===== src/rtl/reset_sequencer_pkg.sv =====
// Shared definitions for the reset sequencer.
//   seq_state_t   : sequencer FSM encoding (HOLD, RELEASE, RUN, ASSERT)
//   CAUSE_POR_BIT : rst_cause bit that flags a power-on reset
//   width_min1    : $clog2 clamped to a minimum of one bit
//   max_int       : larger of two ints, for sizing the shared timer
package reset_sequencer_pkg;

    typedef enum logic [1:0] {
        ST_HOLD    = 2'd0,
        ST_RELEASE = 2'd1,
        ST_RUN     = 2'd2,
        ST_ASSERT  = 2'd3
    } seq_state_t;

    localparam int CAUSE_POR_BIT = 0;

    function automatic int width_min1(input int v);
        return (v <= 1) ? 1 : $clog2(v);
    endfunction

    function automatic int max_int(input int a, input int b);
        return (a > b) ? a : b;
    endfunction

endpackage


===== src/rtl/reset_sequencer_seq_timer.sv =====
// Loadable down-counter with a terminal-count flag, shared by the hold
// interval and the inter-domain gap interval of the reset sequencer.
//   clk, rst_n : clock, asynchronous active-low reset
//   load       : load load_val on this edge (takes priority over counting)
//   load_val   : interval length minus one
//   tc         : high while the count is zero; the edge that sees tc high
//                is the last edge of the interval
// The count parks at zero rather than wrapping, so an idle timer keeps
// reporting tc until it is reloaded.
module reset_sequencer_seq_timer
    import reset_sequencer_pkg::*;
#(
    parameter int               W       = 4,
    parameter logic [W-1:0]     RST_VAL = '0
) (
    input  logic         clk,
    input  logic         rst_n,
    input  logic         load,
    input  logic [W-1:0] load_val,
    output logic         tc
);

    logic [W-1:0] count_q;
    logic [W-1:0] count_d;

    always_comb begin
        count_d = count_q;
        if (load) begin
            count_d = load_val;
        end else if (count_q != '0) begin
            count_d = count_q - W'(1);
        end
    end

    always_ff @(posedge clk or negedge rst_n) begin
        if (!rst_n) begin
            count_q <= RST_VAL;
        end else begin
            count_q <= count_d;
        end
    end

    assign tc = (count_q == '0);

endmodule


===== src/rtl/reset_sequencer.sv =====
// Central reset sequencer. Holds all domains in reset, then releases them
// in order 0..N_DOMAINS-1 with STAGE_GAP cycles between steps; a request in
// RUN asserts them in reverse order, holds, and releases again.
//   clk        : system clock
//   rst_n      : asynchronous active-low power-on reset
//   req        : level-sensitive synchronous reset requests
//   rst_n_out  : per-domain active-low resets, straight from flops
//   busy       : high whenever the sequencer is not in RUN (registered)
//   rst_cause  : sticky cause, bit 0 = power-on, bit k+1 = req[k]
//
// The released domains always form a contiguous block starting at domain 0,
// so a release step is a left shift that inserts a one and an assert step
// is a right shift. The "current index" is therefore implicit in rst_n_out:
// the sequence is done releasing when the vector is all ones and done
// asserting when it reaches zero.
module reset_sequencer
    import reset_sequencer_pkg::*;
#(
    parameter int N_DOMAINS   = 3,
    parameter int N_REQ       = 2,
    parameter int HOLD_CYCLES = 16,
    parameter int STAGE_GAP   = 4
) (
    input  logic                 clk,
    input  logic                 rst_n,
    input  logic [N_REQ-1:0]     req,
    output logic [N_DOMAINS-1:0] rst_n_out,
    output logic                 busy,
    output logic [N_REQ:0]       rst_cause
);

    localparam int TMR_W = max_int(width_min1(HOLD_CYCLES), width_min1(STAGE_GAP));
    localparam logic [TMR_W-1:0] HOLD_LOAD = TMR_W'(HOLD_CYCLES - 1);
    localparam logic [TMR_W-1:0] GAP_LOAD  = TMR_W'(STAGE_GAP - 1);
    localparam logic [N_REQ:0]   CAUSE_POR = (N_REQ + 1)'(1) << CAUSE_POR_BIT;
    localparam logic [N_DOMAINS-1:0] DOM_ALL = '1;

    seq_state_t             state_q, state_d;
    logic [N_DOMAINS-1:0]   rst_out_q, rst_out_d;
    logic [N_REQ:0]         cause_q, cause_d;
    logic                   busy_q, busy_d;

    logic                   req_any;
    logic [N_DOMAINS-1:0]   rel_next;
    logic [N_DOMAINS-1:0]   asrt_next;
    logic                   tmr_load;
    logic [TMR_W-1:0]       tmr_val;
    logic                   tmr_tc;

    assign req_any   = |req;
    assign rel_next  = (rst_out_q << 1) | N_DOMAINS'(1);
    assign asrt_next = rst_out_q >> 1;

    // Out of reset the timer already holds the full hold interval, which is
    // the same as "state HOLD, hold counter 0".
    reset_sequencer_seq_timer #(
        .W       (TMR_W),
        .RST_VAL (HOLD_LOAD)
    ) u_timer (
        .clk      (clk),
        .rst_n    (rst_n),
        .load     (tmr_load),
        .load_val (tmr_val),
        .tc       (tmr_tc)
    );

    always_comb begin
        state_d   = state_q;
        rst_out_d = rst_out_q;
        cause_d   = cause_q;
        tmr_load  = 1'b0;
        tmr_val   = GAP_LOAD;

        case (state_q)
            ST_HOLD: begin
                if (req_any) begin
                    // A request restarts the hold interval; a held request
                    // keeps every domain in reset.
                    cause_d  = cause_q | {req, 1'b0};
                    tmr_load = 1'b1;
                    tmr_val  = HOLD_LOAD;
                end else if (tmr_tc) begin
                    rst_out_d = rel_next;
                    tmr_load  = 1'b1;
                    tmr_val   = GAP_LOAD;
                    state_d   = (rel_next == DOM_ALL) ? ST_RUN : ST_RELEASE;
                end
            end

            ST_RELEASE: begin
                if (req_any) begin
                    // Abort: the highest released domain falls now and the
                    // assert sequence carries on from there.
                    cause_d   = {req, 1'b0};
                    rst_out_d = asrt_next;
                    tmr_load  = 1'b1;
                    if (asrt_next == '0) begin
                        tmr_val = HOLD_LOAD;
                        state_d = ST_HOLD;
                    end else begin
                        tmr_val = GAP_LOAD;
                        state_d = ST_ASSERT;
                    end
                end else if (tmr_tc) begin
                    rst_out_d = rel_next;
                    tmr_load  = 1'b1;
                    tmr_val   = GAP_LOAD;
                    if (rel_next == DOM_ALL) begin
                        state_d = ST_RUN;
                    end
                end
            end

            ST_RUN: begin
                if (req_any) begin
                    cause_d   = {req, 1'b0};
                    rst_out_d = asrt_next;
                    tmr_load  = 1'b1;
                    // With a single domain the first assert step is also
                    // the last one, so go straight to HOLD.
                    if (asrt_next == '0) begin
                        tmr_val = HOLD_LOAD;
                        state_d = ST_HOLD;
                    end else begin
                        tmr_val = GAP_LOAD;
                        state_d = ST_ASSERT;
                    end
                end
            end

            ST_ASSERT: begin
                // The assert sequence runs to completion; requests only
                // add to the recorded cause.
                cause_d = cause_q | {req, 1'b0};
                if (tmr_tc) begin
                    rst_out_d = asrt_next;
                    tmr_load  = 1'b1;
                    if (asrt_next == '0) begin
                        tmr_val = HOLD_LOAD;
                        state_d = ST_HOLD;
                    end else begin
                        tmr_val = GAP_LOAD;
                    end
                end
            end

            default: begin
                state_d  = ST_HOLD;
                tmr_load = 1'b1;
                tmr_val  = HOLD_LOAD;
            end
        endcase

        busy_d = (state_d != ST_RUN);
    end

    always_ff @(posedge clk or negedge rst_n) begin
        if (!rst_n) begin
            state_q   <= ST_HOLD;
            rst_out_q <= '0;
            cause_q   <= CAUSE_POR;
            busy_q    <= 1'b1;
        end else begin
            state_q   <= state_d;
            rst_out_q <= rst_out_d;
            cause_q   <= cause_d;
            busy_q    <= busy_d;
        end
    end

    assign rst_n_out = rst_out_q;
    assign busy      = busy_q;
    assign rst_cause = cause_q;

endmodule


===== config.mk =====
export PLATFORM = sky130hd
export DESIGN_NAME = reset_sequencer
export DESIGN_NICKNAME = d
export VERILOG_FILES = /design/src/rtl/reset_sequencer_pkg.sv /design/src/rtl/reset_sequencer_seq_timer.sv /design/src/rtl/reset_sequencer.sv
export SDC_FILE = /design/constraint.sdc
export NUM_CORES = 1
export LEC_CHECK = 0
export BUFFER_PORTS_ARGS = -buffer_cell sky130_fd_sc_hd__buf_4
export CAP_MARGIN = 20
export CORE_MARGIN = 8
export CORE_UTILIZATION = 41
export DETAILED_ROUTE_END_ITERATION = 16
export SLEW_MARGIN = 20
export SYNTH_ARGS = -nofsm -noshare
export SYNTH_HDL_FRONTEND = slang
export SYNTH_HIERARCHICAL = 1
export SYNTH_SLANG_ARGS = --single-unit

===== constraint.sdc =====
create_clock -name clk -period 2 [get_ports clk]
set_input_delay 0.1 -clock clk [delete_from_list [all_inputs] [get_ports clk]]
set_output_delay 0.1 -clock clk [all_outputs]
set_load 0.02 [all_outputs]

# Word level (Yosys, flattened, before mapping)
# Cells that the tools add are included.
# Widths: inputs -> output; s select.
[op_classes]
n_reduce_logical = 10
n_eq_ne = 10
bitwise = 1
addsub = 1
muxes = 31
[op_table]
columns = ["cell", "count"]
rows = [
  ["$mux 4", 6],
  ["$mux 3", 7],
  ["$mux 2", 10],
  ["$pmux 3 s4", 1],
  ["$pmux 4 s3", 1],
  ["$ne 2x2->1 const B", 5],
  ["$pmux 3 s3", 1],
  ["$pmux 2 s4", 1],
  ["$eq 2x2->1 const B", 3],
  ["$reduce_or 2->1", 3],
  ["$logic_not 4->1", 1],
  ["$reduce_bool 4->1", 1],
  ["$sub 4x1->4 const B", 1],
  ["$logic_not 3->1", 1],
  ["$mux 1", 3],
  ["$or 3x3->3", 1],
  ["$pmux 1 s3", 1],
  ["$reduce_and 3->1", 1],
  ["$eq 2x1->1 const B", 1],
  ["$logic_not 2->1", 1],
  ["$ne 2x1->1 const B", 1],
  ["$reduce_and 2->1", 1],
  ["$reduce_bool 2->1", 1],
]
[word_totals]
in_bits = 4
regBits = 13
out_inout_bits = 7
elab_cells = 58

# Longest topological paths before layout
# Gate-level depths: netlist of run 1.
[depth]
word_depth = 6
mapped_depth = 8
mapped_depth_nobuf = 8

# Cells and area by module
# The synthesis of run 1 kept the hierarchy.
[by_module_without_submodules]
columns = ["mod", "seq_area_each_um2", "n_inst", "cells_per_inst", "area_each_um2"]
rows = [
  ["reset_sequencer", 227.7, 1, 74, 638.1],
  ["reset_sequencer_seq_timer", 105.1, 1, 22, 239.0],
]

# Worst setup path after synthesis of run 1
# Ideal clock, no wire load.
[synth_timing]
path_type = "flip-flop to flip-flop"
start = "register u_timer.count_q[0]"
end = "register u_timer.count_q[3]"
path_stages_with_launch = 9
t_arrival_ps = 1805
path_slack_ps = 111
path_buffers = 1
required_time_ps = 1917
period_less_slack_ps = 1889
setup_time_ps = 83
path_cell_list = "dfstp_2 > inv_1 > ha_1 > nor3b_4 > inv_1 > a21oi_1 > clkbuf_1 > nor3_1 > a221o_1"
[synth_between]
elab_chain_cells = 5
word_cells_on_any_way = 11
classes_between = "add/sub: 1; mux: 7; reduce/logical: 3"
[synth_lines]
columns = ["element", "line_no", "text"]
rows = [
  ["start, declared", "reset_sequencer_seq_timer.sv:23", "logic [W-1:0] count_q;"],
  ["start signal, assigned", "reset_sequencer_seq_timer.sv:39", "count_q <= count_d;"],
  ["$logic_not 4->1 (*)", "reset_sequencer_seq_timer.sv:43", "assign tc = (count_q == '0);"],
  ["named net tmr_tc", "reset_sequencer.sv:48", "logic tmr_tc;"],
  ["$mux 1 (*)", "reset_sequencer.sv:82, reset_sequencer.sv:104, reset_sequencer.sv:135", ""],
  ["$mux 1", "reset_sequencer.sv:91", "if (req_any) begin"],
  ["$pmux 1 s3 (*)", "reset_sequencer.sv:74", "case (state_q)"],
  ["named net tmr_load", "reset_sequencer.sv:46", "logic tmr_load;"],
  ["$mux 4 or $reduce_bool 2->1 (tied branches)", "--", ""],
]
# The timed path passes the listed nets; every way through them passes the cells marked *. The select of a mux whose other input is x is not followed.
# A chain may end at the register's enable or synchronous reset.

# Worst setup path after layout of run 1
[layout_timing]
start = "register u_timer.count_q[0]"
end = "register u_timer.count_q[3]"
[layout_between]
elab_chain_cells = 5
word_cells_on_any_way = 11
classes_between = "add/sub: 1; mux: 7; reduce/logical: 3"
[layout_lines]
columns = ["element", "line_no"]
rows = [
  ["$logic_not 4->1 (*)", "reset_sequencer_seq_timer.sv:43"],
  ["named net tmr_tc", "reset_sequencer.sv:48"],
  ["$mux 1", "reset_sequencer.sv:82, reset_sequencer.sv:104, reset_sequencer.sv:135"],
  ["$mux 1", "reset_sequencer.sv:91"],
  ["$pmux 1 s3", "reset_sequencer.sv:74"],
  ["$mux 4 or $reduce_bool 2->1 (tied branches)", "--"],
]
# Marked as above.

==> impl_summary.txt, run 1 <==
----------------------------------------------------
[Synth]
  Post-synthesis sequential element count ... 13
  Syn Inst Count ... 96
  Post-synth EDFFs ... 0
  Synth Area in XOR/XNOR ... 0.999%
  Average footprint of a synthesized cell ... 9.14 um^2
  Sequential fraction of the synthesis area ... 37.9%
  Share of synthesized cell area in and, or, nand and nor gates ... 17.7%
  Post-synthesis mux area share ... 5.85%
  Warnings from Yosys ... 6
  Share of the synthesized area in compound gates (AO/OA/AOI/OAI) ... 23.4%
  Most used flip-flop cell after synthesis ... sky130_fd_sc_hd__dfrtp_1
  Library cells used by synthesis ... 38
  Dominant combinational cell family by area after synthesis ... compound AO/OA/AOI/OAI gates
  Adder-cell share of the synthesized area ... 8.56%
  Cell area after synthesis ... 877 um^2
  Share of flip-flops with an asynchronous set or reset after synthesis ... 100%

[Critical path]
  Count of cells along the worst register-to-register path ... 8
  Endpoint of the worst register-to-register path ... u_timer/count_q[3]$_DFFE_PN1P_
  Destination of the critical timing path ... u_timer/count_q[3]$_DFFE_PN1P_
  WP buf/inv ... 2
  Ordered cell list for the critical path ... inv_1, ha_2, nor3b_4, buf_4, nand2_1, o22ai_1, a22o_1, a221o_1
  Crit path required time ... 2.20 ns
  CP Launch Point ... u_timer/count_q[0]$_DFFE_PN1P_
  Critical Setup Path Class ... reg -> reg
  Minimum setup slack among reg-to-reg paths ... 0.09 ns
  Crit-path max cell delay ... 0.54 ns
  CP Max Fanout ... 6
  Standard cell with the maximum stage delay on the critical path ... sky130_fd_sc_hd__dfstp_2
  Reg-to-reg startpoint ... u_timer/count_q[0]$_DFFE_PN1P_
  Crit end category ... flip-flop
  Nature of the critical path startpoint ... flip-flop
  Delay-heaviest family, CP ... compound AO/OA/AOI/OAI gates
  Worst path arrival time ... 2.11 ns
  Number of stages on the worst setup path ... 8

[Placed design]
  Gpl congestion ... 0.832
  Placed wire-length estimate after detailed placement ... 1390 um
  Post-detailed-placement cell area ... 993 um^2
  Input/output buffers ... 10
  Total placed cells including tap cells ... 134

[Timing]
  Setup clock skew after layout ... 0.000853 ns
  Max-slew violation count ... 0
  Post-layout min period ... 1.91 ns
  Final worst path period share ... 95.5%
  Hold slack final ... 0.0425 ns
  Finish-stage setup viols ... 0
  Count of final hold-check violations ... 0
  RSZ-0062 raised after global routing ... false
  Accumulated negative setup slack ... 0 ns
  Highest clock frequency the design can meet ... 524 MHz

[Drt]
  Post-detailed-routing wire length ... 1930 um
  Violation count after the first detailed-route iteration ... 25
  Routed vias/inst ... 5.30
  Pre-Repair DR Iteration Count ... 4
  Number of remaining DRC errors ... 0
  Per-cell routed wire length ... 13.7 um
  Antenna-violating nets left ... 0
  Vias after detailed routing ... 747

[CTS]
  Clock network latency to the later pin of the worst-skew pair ... 0.27 ns
  Bufs on Longest Clock Path ... 2
  Clock-pin slew reported for the worst setup and hold paths after clock tree synthesis ... 0.08 ns
  Total CTS buffers ... 3
  Number of sinks on the clock net ... 13
  TritonCTS clock tree ... built
  CTS Root Cell ... sky130_fd_sc_hd__clkbuf_4
  Number of H-tree levels ... 1

[Cells and area]
  Commonest cells after routing, fill and taps aside ... sky130_fd_sc_hd__nand2_1, sky130_fd_sc_hd__buf_4, sky130_fd_sc_hd__inv_1, sky130_fd_sc_hd__o21ai_0, sky130_fd_sc_hd__dfrtp_1
  Number of non-filler instances in the completed layout ... 141
  Finished Core Util ... 53.7%
  Layout area overhead ... 21.3%
  Number of antenna diodes ... 0
  Ratio of cells with drive above 1 in the final layout ... 27.2%
  Filler cell count ... 182
  NumNets Final ... 125
  Final instance area ... 1060 um^2

[Floorplan]
  Starting Density ... 44.3%
  Vertical extent of the die ... 62.3 um
  Number of placement rows ... 16
  Full die area ... 3880 um^2
  I/O pin count ... 11
  Core footprint ... 1980 um^2
  Die width ... 62.3 um

[GRT]
  Vias in the first global route ... 713
  Antenna violations before repair ... 0
  Global-route wire length before repair ... 3190 um
  Overflow left after global routing ... 0
  Maximum number of pins on one net before global-route repair ... 14
  Global-route total usage across every layer ... 9.80%

[Power]
  Leakage ... 0.443 nW
  Total power per unit cell area ... 1120 nW/um^2
  Max rail drop VDD ... 0.657 mV

[Status]
  Status ... completed

[Min path]
  Worst min path class ... in -> reg

[Job]
  Max-cap viol count ... 0

----------------------------------------------------
[how the worst min path moves through the flow]
stage | start | to | slack [ns] | cells after the start
after global placement | rst_n | rst_cause[2]$_DFFE_PN0P_ | -0.05 | 1
after CTS | req[0] | rst_cause[1]$_DFFE_PN0P_ | 0.03 | 2
after global routing | req[0] | rst_cause[1]$_DFFE_PN0P_ | 0.04 | 2
final | req[1] | rst_cause[2]$_DFFE_PN0P_ | 0.04 | 2
after floorplan | rst_n | rst_cause[1]$_DFFE_PN0P_ | -0.20 | 0
after detailed placement | rst_n | rst_cause[2]$_DFFE_PN0P_ | -0.05 | 1
[logic make-up (layout without fill, tap and decap cells)]
family / Yosys count / after routing
AND/OR/NAND/NOR: 30 / 30
adder cells (fa/ha/maj): 6 / 6
other: 1 / 2
AO/OA/AOI/OAI: 30 / 30
XOR/XNOR: 1 / 1
flip-flops: 13 / 13
buffers and inverters: 10 / 27
multiplexers: 5 / 5
[cells in the mapped netlist, types with 2 or more instances]
cell type,n,area [um^2]
sky130_fd_sc_hd__nand2_1,15,56.3
sky130_fd_sc_hd__dfrtp_1,7,175
sky130_fd_sc_hd__inv_1,7,26.3
sky130_fd_sc_hd__o21ai_0,7,35.0
sky130_fd_sc_hd__dfstp_2,6,158
sky130_fd_sc_hd__ha_1,6,75.1
sky130_fd_sc_hd__a21oi_1,5,25.0
sky130_fd_sc_hd__mux2i_1,4,40.0
sky130_fd_sc_hd__nor2_1,3,11.3
sky130_fd_sc_hd__o21ai_1,3,15.0
sky130_fd_sc_hd__a21o_1,2,15.0
sky130_fd_sc_hd__clkbuf_1,2,7.51
sky130_fd_sc_hd__nand3_1,2,10.0
sky130_fd_sc_hd__nor3_1,2,10.0
sky130_fd_sc_hd__nor3b_1,2,15.0
[timing repair]
item,CTS,global route
setup endpoints to repair,0,5
endpoints found under the hold margin,13,0
resized for setup,0,4
hold buffers,1,0
buffers inserted,0,2
[routing by layer]
layer / part of all wire, % / vias up / GRT usage [%]
li1: - / 375 / -
met1: 49 / 345 / 13.4
met2: 45 / 25 / 14.1
met3: 5.0 / 2 / 2.69
met4: 0.67 / 0 / 3.70
met5: 0 / - / 0
[area by class of cell]
| type | count | area (um^2) | share of cell area, % |
|---|---|---|---|
| multi-input combinational | 74 | 522 | 49.1 |
| sequential | 13 | 333 | 31.3 |
| timing repair buffer | 16 | 123 | 11.5 |
| tap | 27 | 33.8 | 3.18 |
| clock buffer | 4 | 26.3 | 2.47 |
| inverter | 7 | 26.3 | 2.47 |
[state kept, by name (all words and copies together) (netlist names)]
register,cells
rst_n_out,3
rst_cause,3
u_timer/count_q,4
busy,1
state_q,2
[stage by stage]
stage	setup WS [ns]	total power, mW
after floorplan	0.111	0.841
after global placement	0.192	0.989
after detailed placement	0.0800	0.999
after CTS	0.0343	1.18
after global routing	0.00820	1.30
final	0.0910	1.19
[report_power, final]
part	internal (mW)	switching (mW)
sequential	0.364	0.0765
combinational	0.257	0.327
clock	0.0772	0.0890
total	0.698	0.493
Power figures use the tool's default switching activity.
==> inputs of run 2 (changes only) <==
--- a/config.mk
+++ b/config.mk
@@ -5,6 +5,7 @@
 export SDC_FILE = /design/constraint.sdc
 export NUM_CORES = 1
 export LEC_CHECK = 0
+export ABC_AREA = 1
 export BUFFER_PORTS_ARGS = -buffer_cell sky130_fd_sc_hd__buf_4
 export CAP_MARGIN = 20
 export CORE_MARGIN = 8
==> constraint.sdc (replaced) <==
create_clock -name clk -period 1.65 [get_ports clk]
set_input_delay 0.0825 -clock clk [delete_from_list [all_inputs] [get_ports clk]]
set_output_delay 0.0825 -clock clk [all_outputs]
set_load 0.02 [all_outputs]
==> run 2 against run 1 <==
Compared with the run above: synthesized cell count up 35%; wire length rose by 5.3%; register-to-register slack about the same; die area increased by 3.8%; sequential power is 27% higher; count of clock-buffer cells in the layout unchanged; sequential share of layout area is 2.0 points lower; non-clock buffer count is 1 lower; synthesized area up 5.1%; sequential cell count is the same; utilization shrank 1.4 points; total power is 48% higher; critical endpoint is now u_timer/count_q[1]$_DFFE_PN1P_; largest cell class unchanged; largest power group unchanged.
==> impl_summary.txt, run 2 <==
----------------------------------------------------
[Critical path]
  Crit path required time ... 1.86 ns (-0.34 ns)
  CP Max Fanout ... 6 (unchanged)
  Endpoint of the worst register-to-register path ... u_timer/count_q[1]$_DFFE_PN1P_
  Worst path arrival time ... 1.76 ns (-0.35 ns)
  Top cell by count, worst path ... sky130_fd_sc_hd__inv_2
  Standard cell with the maximum stage delay on the critical path ... sky130_fd_sc_hd__dfstp_2
  Count of cells along the worst register-to-register path ... 10 (+2)
  Nature of the critical path startpoint ... flip-flop
  Minimum setup slack among reg-to-reg paths ... 0.09 ns (about the same)
  Crit-path max cell delay ... 0.55 ns (about the same)
  Critical Setup Path Class ... reg -> reg
  Ordered cell list for the critical path ... inv_2, ha_4, nand2_2, inv_2, o21ai_0, nand2_1, inv_2, nand3_4, nand2_1, o21ai_1
  Reg-to-reg startpoint ... u_timer/count_q[0]$_DFFE_PN1P_
  Crit end category ... flip-flop

[Synth]
  Synth Area in XOR/XNOR ... 0.950% (-0.049 points)
  Most used flip-flop cell after synthesis ... sky130_fd_sc_hd__dfrtp_1
  Biggest area consumer among synthesized cells ... sky130_fd_sc_hd__dfrtp_1
  Adder-cell share of the synthesized area ... 8.14% (-0.42 points)
  Cell area after synthesis ... 922 um^2 (+5.1%)
  Share of synthesized cell area in and, or, nand and nor gates ... 33.1% (+15 points)
  Share of the synthesized area in compound gates (AO/OA/AOI/OAI) ... 12.3% (-11 points)
  Share of flip-flops with an asynchronous set or reset after synthesis ... 100% (unchanged)
  Syn Inst Count ... 130 (+35%)
  Top post-synthesis cells by count ... sky130_fd_sc_hd__nand2_1, sky130_fd_sc_hd__inv_1, sky130_fd_sc_hd__o21ai_0
  Post-synth EDFFs ... 0 (unchanged)
  Dominant combinational cell family by area after synthesis ... simple AND/OR/NAND/NOR gates
  Post-synthesis sequential element count ... 13 (unchanged)
  Post-synthesis mux area share ... 0% (-5.8 points)
  Average footprint of a synthesized cell ... 7.09 um^2 (-22%)
  Count leader, synth ... sky130_fd_sc_hd__nand2_1
  Top cell type's share of synthesized area ... 19.0% (-0.98 points)
  Largest cells by area after synthesis ... sky130_fd_sc_hd__dfrtp_1, sky130_fd_sc_hd__dfstp_2, sky130_fd_sc_hd__nand2_1, sky130_fd_sc_hd__ha_1, sky130_fd_sc_hd__inv_1
  Sequential fraction of the synthesis area ... 36.1% (-1.9 points)
  Warnings from Yosys ... 6 (unchanged)
  Library cells used by synthesis ... 23 (-39%)

[Floorplan]
  Vertical extent of the die ... 63.4 um (+1.9%)
  Die width ... 63.4 um (+1.9%)
  Full die area ... 4020 um^2 (+3.8%)
  Core footprint ... 2170 um^2 (+9.5%)
  Number of placement rows ... 17 (+1)
  I/O pin count ... 11 (unchanged)
  Starting Density ... 42.5% (-1.8 points)

[Cells and area]
  NumNets Final ... 160 (+28%)
  Number of antenna diodes ... 0 (unchanged)
  Commonest cells after routing, fill and taps aside ... sky130_fd_sc_hd__nand2_1, sky130_fd_sc_hd__inv_1, sky130_fd_sc_hd__buf_4, sky130_fd_sc_hd__nand3_1
  Largest reg by FF count ... u_timer/count_q
  Flip-flop count of the largest register, all copies and words added ... 4 (unchanged)
  Layout area overhead ... 23.1%
  Number of non-filler instances in the completed layout ... 177 (+26%)
  Leading cell type in the layout, fill and taps excluded ... sky130_fd_sc_hd__nand2_1
  Finished Core Util ... 52.3% (-1.4 points)
  Ratio of cells with drive above 1 in the final layout ... 30.9% (+3.7 points)

[CTS]
  Clock network latency to the later pin of the worst-skew pair ... 0.28 ns (about the same)
  CTS Root Cell ... sky130_fd_sc_hd__clkbuf_4
  Total CTS buffers ... 3 (unchanged)
  Bufs on Longest Clock Path ... 2 (unchanged)
  Number of sinks on the clock net ... 13 (unchanged)
  TritonCTS clock tree ... built
  Number of H-tree levels ... 1 (unchanged)
  Clock-pin slew reported for the worst setup and hold paths after clock tree synthesis ... 0.08 ns (about the same)

[Status]
  Status ... completed

[Drt]
  Post-detailed-routing wire length ... 2030 um (+5.3%)
  Pre-Repair DR Iteration Count ... 4 (unchanged)
  Vias after detailed routing ... 851 (+14%)
  Number of remaining DRC errors ... 0 (unchanged)
  Per-cell routed wire length ... 11.5 um (-16%)
  Violation count after the first detailed-route iteration ... 6 (-76%)
  Routed vias/inst ... 4.81 (-9.2%)
  Antenna-violating nets left ... 0 (unchanged)

[GRT]
  Global-route wire length before repair ... 3640 um (+14%)
  Maximum number of pins on one net before global-route repair ... 14 (unchanged)
  Antenna violations before repair ... 0 (unchanged)
  Vias in the first global route ... 878 (+23%)
  Overflow left after global routing ... 0 (unchanged)
  Global-route total usage across every layer ... 10.7% (+0.95 points)

[Power]
  Total power per unit cell area ... 1550 nW/um^2 (+39%)
  Total Power Consumption ... 1.76 mW (+48%)
  Cell internal pwr ... 936 uW (+34%)
  Max rail drop VDD ... 0.874 mV (+33%)
  P_sw ... 828 uW (+68%)
  Power share of the sequential group ... 31.7% (-5.3 points)
  Proportion of total power due to net switching ... 46.9% (+5.6 points)
  Power share of the combinational group ... 57.0% (+7.9 points)
  Clock network power share ... 11.3% (-2.7 points)
  Leakage ... 0.573 nW (+29%)

[Timing]
  Setup clock skew after layout ... 0.00684 ns (+0.00598 ns)
  Smallest setup slack after layout ... 0.0932 ns (+0.00223 ns)
  Count of final hold-check violations ... 0 (unchanged)
  Highest clock frequency the design can meet ... 642 MHz (+23%)
  Post-layout min period ... 1.56 ns (-0.352 ns)
  Max-slew violation count ... 0 (unchanged)
  Final worst path period share ... 94.4% (-1.1 points)
  Accumulated negative setup slack ... 0 ns (unchanged)
  Finish-stage setup viols ... 0 (unchanged)
  RSZ-0062 raised after global routing ... false

[Placed design]
  Total placed cells including tap cells ... 171 (+28%)
  Placed wire-length estimate after detailed placement ... 1580 um (+14%)
  Worst slack at placement ... 0.0267 ns (-0.0533 ns)
  Input/output buffers ... 10 (unchanged)
  Gpl congestion ... 0.847 (+1.8%)

[Job]
  Max-cap viol count ... 0 (unchanged)

[Min path]
  WHS Endpoint ... rst_cause[1]$_DFFE_PN0P_
  Startpoint of the worst hold path ... req[0]
  Worst min path class ... in -> reg
  Cell depth of the worst min-delay path ... 3 (+1)

----------------------------------------------------
==> run 2: worst max-delay path: cells and delay by family, from the launching register on <==
family          cells  cell delay [ns]
compound gates      2             0.12
fa+ha+maj           1             0.17
buf+inv             3             0.21
flops               1             0.55
simple gates        4             0.42
==> run 2: through the flow <==
step,hold slack (ns),cell area (um^2)
floorplan,-0.213,928
global placement,-0.0621,1050
detailed placement,-0.0606,1050
CTS,0.0314,1090
global route,0.0490,1130
finish,0.0408,1130
==> run 2: final cells by class <==
class | count | area [um^2]
flip-flops and latches | 13 | 333
repair buffers | 15 | 119
fillers | 228 | 1030
clock buffers | 4 | 26.3
inverters | 19 | 71.3
well taps | 28 | 35.0
multi-input cells | 98 | 551
==> run 2: metal layers <==
metal	vias to the layer above	global-route usage (%)	wire [um]
met4	0	3.34	34
met5	-	0	0
met1	385	12.2	933
li1	447	-	-
met2	13	18.3	984
met3	6	3.89	76
==> run 2: logic make-up (layout without fill, tap and decap cells) <==
group,Yosys count,count (layout)
AND/OR/NAND/NOR,68,68
adder cells (fa/ha/maj),6,6
flip-flops,13,13
XOR/XNOR,1,1
AO/OA/AOI/OAI,21,21
buffers and inverters,20,38
other,1,2
==> run 2: how the worst max path moves through the flow <==
stage	startpoint	to	slack (ns)
floorplan	u_timer/count_q[0]$_DFFE_PN1P_	u_timer/count_q[1]$_DFFE_PN1P_	0.04
global placement	u_timer/count_q[1]$_DFFE_PN1P_	u_timer/count_q[1]$_DFFE_PN1P_	0.08
detailed placement	u_timer/count_q[0]$_DFFE_PN1P_	u_timer/count_q[1]$_DFFE_PN1P_	0.03
CTS	u_timer/count_q[0]$_DFFE_PN1P_	u_timer/count_q[1]$_DFFE_PN1P_	0.02
global route	u_timer/count_q[0]$_DFFE_PN1P_	u_timer/count_q[1]$_DFFE_PN1P_	0.0008
finish	u_timer/count_q[0]$_DFFE_PN1P_	u_timer/count_q[1]$_DFFE_PN1P_	0.09
==> run 2: what timing repair did <==
item,4_1_cts,5_1_grt
hold buffers,1,0
endpoints found under the hold margin,13,0
gates resized for setup,0,18
pin swaps,1,4
setup buffers,1,0
endpoints found under the setup margin,1,8
==> run 2: power by group through the flow <==
stage / combinational (mW) / clock, mW / sequential, mW
2_1_floorplan: 0.604 / 0 / 0.616
4_1_cts: 0.950 / 0.213 / 0.557
5_1_grt: 1.15 / 0.221 / 0.581
3_3_place_gp: 0.929 / 0 / 0.560
6_report: 1.01 / 0.200 / 0.558
3_5_place_dp: 0.943 / 0 / 0.560
